File: config.mk
export PLATFORM = sky130hd
export DESIGN_NAME = zigbee_phase_diff
export DESIGN_NICKNAME = d
export VERILOG_FILES = /design/src/rtl/zigbee_rx_pkg.sv /design/src/rtl/zigbee_phase_delta.sv /design/src/rtl/zigbee_phase_diff.sv
export SDC_FILE = /design/constraint.sdc
export NUM_CORES = 1
export LEC_CHECK = 0
export BUFFER_PORTS_ARGS = -buffer_cell sky130_fd_sc_hd__clkbuf_2
export CAP_MARGIN = 20
export CORE_AREA = 2 2 70 72
export DETAILED_ROUTE_END_ITERATION = 12
export DIE_AREA = 0 0 72 74
export GPL_ROUTABILITY_DRIVEN = 0
export GPL_TIMING_DRIVEN = 0
export HOLD_SLACK_MARGIN = 0.08
export PLACE_DENSITY = 0.87
export SLEW_MARGIN = 15
export SYNTH_ARGS = -nofsm -noshare
export SYNTH_HDL_FRONTEND = slang
export SYNTH_HIERARCHICAL = 1
export SYNTH_SLANG_ARGS = --single-unit
File: constraint.sdc
create_clock -name clk -period 3.6 [get_ports clk]
set_clock_uncertainty 0.2 [all_clocks]
set_input_delay 0.36 -clock clk [delete_from_list [all_inputs] [get_ports clk]]
set_output_delay 0.36 -clock clk [all_outputs]
set_load 0.05 [all_outputs]
File: src/rtl/zigbee_rx_pkg.sv
// Shared receive-chain definitions: default sizes, phase type, FSM states.
// PHASE_LSB_DEG gives the angle of one phase LSB for stimulus generation.
package zigbee_rx_pkg;

   localparam int  W_SIZE        = 6;
   localparam int  SPC           = 4;
   localparam int  SR_LEN        = 32;
   localparam real PHASE_LSB_DEG = 5.625;

   typedef logic signed [W_SIZE-1:0] phase_t;

   typedef enum logic {
      WAIT_FIRST,
      RUN
   } pdiff_state_t;

endpackage

File: src/rtl/zigbee_phase_delta.sv
// Wrapped phase difference: registered previous sample, combinational delta.
// Ports: clk, reset_n, load (capture win as prev), win, delta = win - prev.
module zigbee_phase_delta #(
   parameter int W_SIZE = zigbee_rx_pkg::W_SIZE
) (
   input  logic              clk,
   input  logic              reset_n,
   input  logic              load,
   input  logic [W_SIZE-1:0] win,
   output logic [W_SIZE-1:0] delta
);

   logic [W_SIZE-1:0] prev;

   always_ff @(posedge clk or negedge reset_n) begin
      if (!reset_n) begin
         prev <= '0;
      end else if (load) begin
         prev <= win;
      end
   end

   // Modulo-2**W_SIZE subtraction is already the shortest signed path.
   assign delta = win - prev;

endmodule

File: src/rtl/zigbee_phase_diff.sv
// FM discriminator: integrates wrapped phase deltas over SPC samples, slices chip.
// Ports: clk, reset_n, win, iValid, resync -> chip, chipSR (bit 0 newest), oValid.
module zigbee_phase_diff #(
   parameter int W_SIZE = zigbee_rx_pkg::W_SIZE,
   parameter int SPC    = zigbee_rx_pkg::SPC,
   parameter int SR_LEN = zigbee_rx_pkg::SR_LEN
) (
   input  logic              clk,
   input  logic              reset_n,
   input  logic [W_SIZE-1:0] win,
   input  logic              iValid,
   input  logic              resync,
   output logic              chip,
   output logic [SR_LEN-1:0] chipSR,
   output logic              oValid
);

   import zigbee_rx_pkg::*;

   localparam int CW = $clog2(SPC);
   localparam int AW = W_SIZE + CW;

   pdiff_state_t      state, state_d;
   logic [AW-1:0]     acc, acc_d, dext, sum;
   logic [CW-1:0]     cnt, cnt_d;
   logic              chip_d, ov_d, load, chip_new;
   logic [SR_LEN-1:0] sr_d;
   logic [W_SIZE-1:0] delta;

   zigbee_phase_delta #(
      .W_SIZE (W_SIZE)
   ) u_delta (
      .clk     (clk),
      .reset_n (reset_n),
      .load    (load),
      .win     (win),
      .delta   (delta)
   );

   assign dext     = {{CW{delta[W_SIZE-1]}}, delta};
   assign sum      = acc + dext;
   // Sign slice; a zero sum counts as positive.
   assign chip_new = ~sum[AW-1];

   always_ff @(posedge clk or negedge reset_n) begin
      if (!reset_n) begin
         state  <= WAIT_FIRST;
         acc    <= '0;
         cnt    <= '0;
         chip   <= 1'b0;
         chipSR <= '0;
         oValid <= 1'b0;
      end else begin
         state  <= state_d;
         acc    <= acc_d;
         cnt    <= cnt_d;
         chip   <= chip_d;
         chipSR <= sr_d;
         oValid <= ov_d;
      end
   end

   always_comb begin
      state_d = state;
      acc_d   = acc;
      cnt_d   = cnt;
      chip_d  = chip;
      sr_d    = chipSR;
      ov_d    = 1'b0;
      load    = 1'b0;
      if (resync) begin
         // Restart chip timing; a coincident sample becomes the new first one.
         acc_d   = '0;
         cnt_d   = '0;
         load    = iValid;
         state_d = iValid ? RUN : WAIT_FIRST;
      end else if (iValid) begin
         load = 1'b1;
         unique case (state)
            WAIT_FIRST: begin
               state_d = RUN;
            end
            RUN: begin
               if (cnt == CW'(SPC - 1)) begin
                  chip_d = chip_new;
                  sr_d   = {chipSR[SR_LEN-2:0], chip_new};
                  ov_d   = 1'b1;
                  acc_d  = '0;
                  cnt_d  = '0;
               end else begin
                  acc_d = sum;
                  cnt_d = cnt + CW'(1);
               end
            end
         endcase
      end
   end

endmodule

==> impl_metrics.yaml <==
power:
  p_seq_share_pct: 47.4
  ir_drop_uv: 261
  internal_power_uw: 889
  cellPowerDensity_mw_per_mm2: 457
  switchingPower_uw: 408
  pwr-share-comb_pct: 26.8
  leakage_uw: 0.00161
  sw_frac_of_total_pct: 31.4
  clock_power_share_pct: 25.9
setup_path:
  crit_fanout: 6
  cp-start-kind: "flop"
  worstSetupPathType: "reg2reg"
  r2r_start: "u_delta/prev[1]"
  required_ns: 3.60
  arrival_ns: 3.21
  critPathLaunch: "u_delta/prev[1]"
  critPathCaptureType: "flop"
global_routing:
  grt_max_degree: 51
  antenna_found_initial: 0
  grt_pass1_wl_um: 8010
  overflow: 0
  first_global_vias: 1835
  grtUsageTotal_pct: 19.1
placement:
  hpwl_um: 3390
  port_buffers: 43
routing:
  routed.top_layer: "met4"
  wl_um: 4580
  wl_met2_um: 2180
  drcViolationCount: 0
  viasPerCell: 5.24
  wl_met3_um: 226
  wl_per_cell_um: 12.4
  antenna_left: 0
  vias: 1934
  dr.pass1.iters: 5
  drtIter0Drc: 86
  wl_met1_um: 2110
logic_synthesis:
  synth-edff-count: 0
  ys_seq_elements: 50
  synthCells: 263
  synth-main-ff-cell: "dfrtp_1"
  async_reset_ff_share_pct: 100
  avgSynthCellArea_um2: 9.32
  yosysWarnings: 6
  yosys.area.top_type: "dfrtp_1"
  ys_types: 40
  syn_area_mm2: 0.00245
  synth_fp_nets: 288
  synth_top_area_share_pct: 51.0
  synth.most_common_cell: "nand2_1"
  yosys-top-cells-area: "dfrtp_1 (51%), nand2_1 (17%), ha_1 (6.6%)"
  yosys-top-cells-count: "nand2_1 (108), dfrtp_1 (50), ha_1 (13)"
  yosysSeqAreaShare_pct: 51.0
sta:
  period_share_pct: 89.2
  rsz0062_at_grt: "false"
  tightest_slew_ns: 0.668
  maxSlewViolCount: 0
  max_freq_mhz: 311
  holdWs_ns: 0.0873
  slew-limit-headroom_pct: 55.3
  fin_crit_ns: 3.21
  setup_viol: 0
  final.setup.tns_ns: 0
  hold_viol_final: 0
run_status:
  status: "completed"
floorplanning:
  dieWidth_um: 72
  rows: 25
  initial_core_util_pct: 53.3
  die_area_mm2: 0.00533
  fp.dieH_um: 74
  boundaryPins: 44
  coreArea_mm2: 0.00460
clocking:
  cts_resized: 0
  clkSlewWorstSetupHoldPaths_ns: 0.09
  clk_latency_ns: 0.30
  holdBufCountCts: 1
  cts_buffers: 5
  root_buffer: "clkbuf_8"
  cts_max_level: 2
  clockBufferDepth: 2
  cts_tree: "built"
  clock_sinks: 50
  post-cts-setup-buffers: 0
hold_path:
  hold_class: "in2reg"
  worstHoldStart: "win[4]"
layout:
  drive_gt1_share_pct: 20.3
  fin_nets: 339
  syn_to_final_growth_pct: 15.8
  n_antenna_cell: 0
run:
  max_cap_viol_count: 0
-- worst max-delay path, cell delays in order, from the launching register on --
cell	delay (ns)
dfrtp_1	0.39
inv_1	0.07
ha_1	0.26
nor2b_1	0.15
o31ai_2	0.26
o211ai_1	0.34
ha_1	0.48
nand2_1	0.06
o21ai_0	0.29
nand2_1	0.15
xnor2_1	0.15
o311ai_1	0.31
-- path summary, 6_finish.rpt --
kind | slack, ns | cells after the start | end
max in group asynchronous | 2.32 | 2 | acc[6]
setup / recovery | 0.39 | 11 | acc[7]
hold / removal | 0.09 | 3 | u_delta/prev[4]
hold reg to reg | 0.30 | 2 | acc[2]
setup reg to reg | 0.39 | 11 | acc[7]
min in group asynchronous | 0.44 | 2 | acc[1]
-- power by group through the flow --
stage	sequential [uW]	clock (uW)	combinational, uW
6_report	614	335	347
4_1_cts	615	348	351
5_1_grt	619	373	393
3_5_place_dp	626	0	345
3_3_place_gp	624	0	330
2_1_floorplan	626	0	270
-- layout make-up --
type,instances,area (um2)
clock inverters,3,22.5
repair buffers,44,228
multi-input cells,192,1110
clock buffers,5,68.8
inverters,12,45.0
fillers,397,1760
flip-flops and latches,50,1250
plain buffers,9,43.8
well taps,54,67.6
-- cell usage in the layout, fill, tap and decap left out, drive strengths merged, types with 4 or more instances in the layout --
cell type	instances
clkbuf	51
nand2	108
inv	14
xnor2	4
a21oi	9
a21o	5
dfrtp	50
buf	6
ha	13
o21ai	13
-- metal layers --
layer  track usage (%)  up-vias
li1                  -      962
met1              25.3      923
met2              31.4       40
met3              4.07        9
met4              7.13        0
met5                 0        -
-- per-stage QoR --
step	std cells	setup WS, ns	power [uW]	area [um2]	util (%)
CTS	369	0.370	1310	2840	61.7
global placement	360	0.512	954	2740	59.5
floorplan	263	0.817	896	2450	-
global route	369	0.109	1380	2840	61.7
detailed placement	360	0.426	971	2740	59.5
finish	369	0.388	1300	2840	61.7
-- cell families after synthesis --
logic type      share of synthesized area [%]
fa+ha+maj                                8.27
buf+inv                                  3.62
simple gates                             21.2
mux                                      1.33
xor+xnor                                 3.72
flops                                    51.0
compound gates                           10.8
-- sequential cells by signal, indices dropped and copies added (netlist names) --
name / cells
state: 1
chipSR: 32
oValid: 1
acc: 8
cnt: 2
u_delta/prev: 6
(Power assumes the default switching activity.)
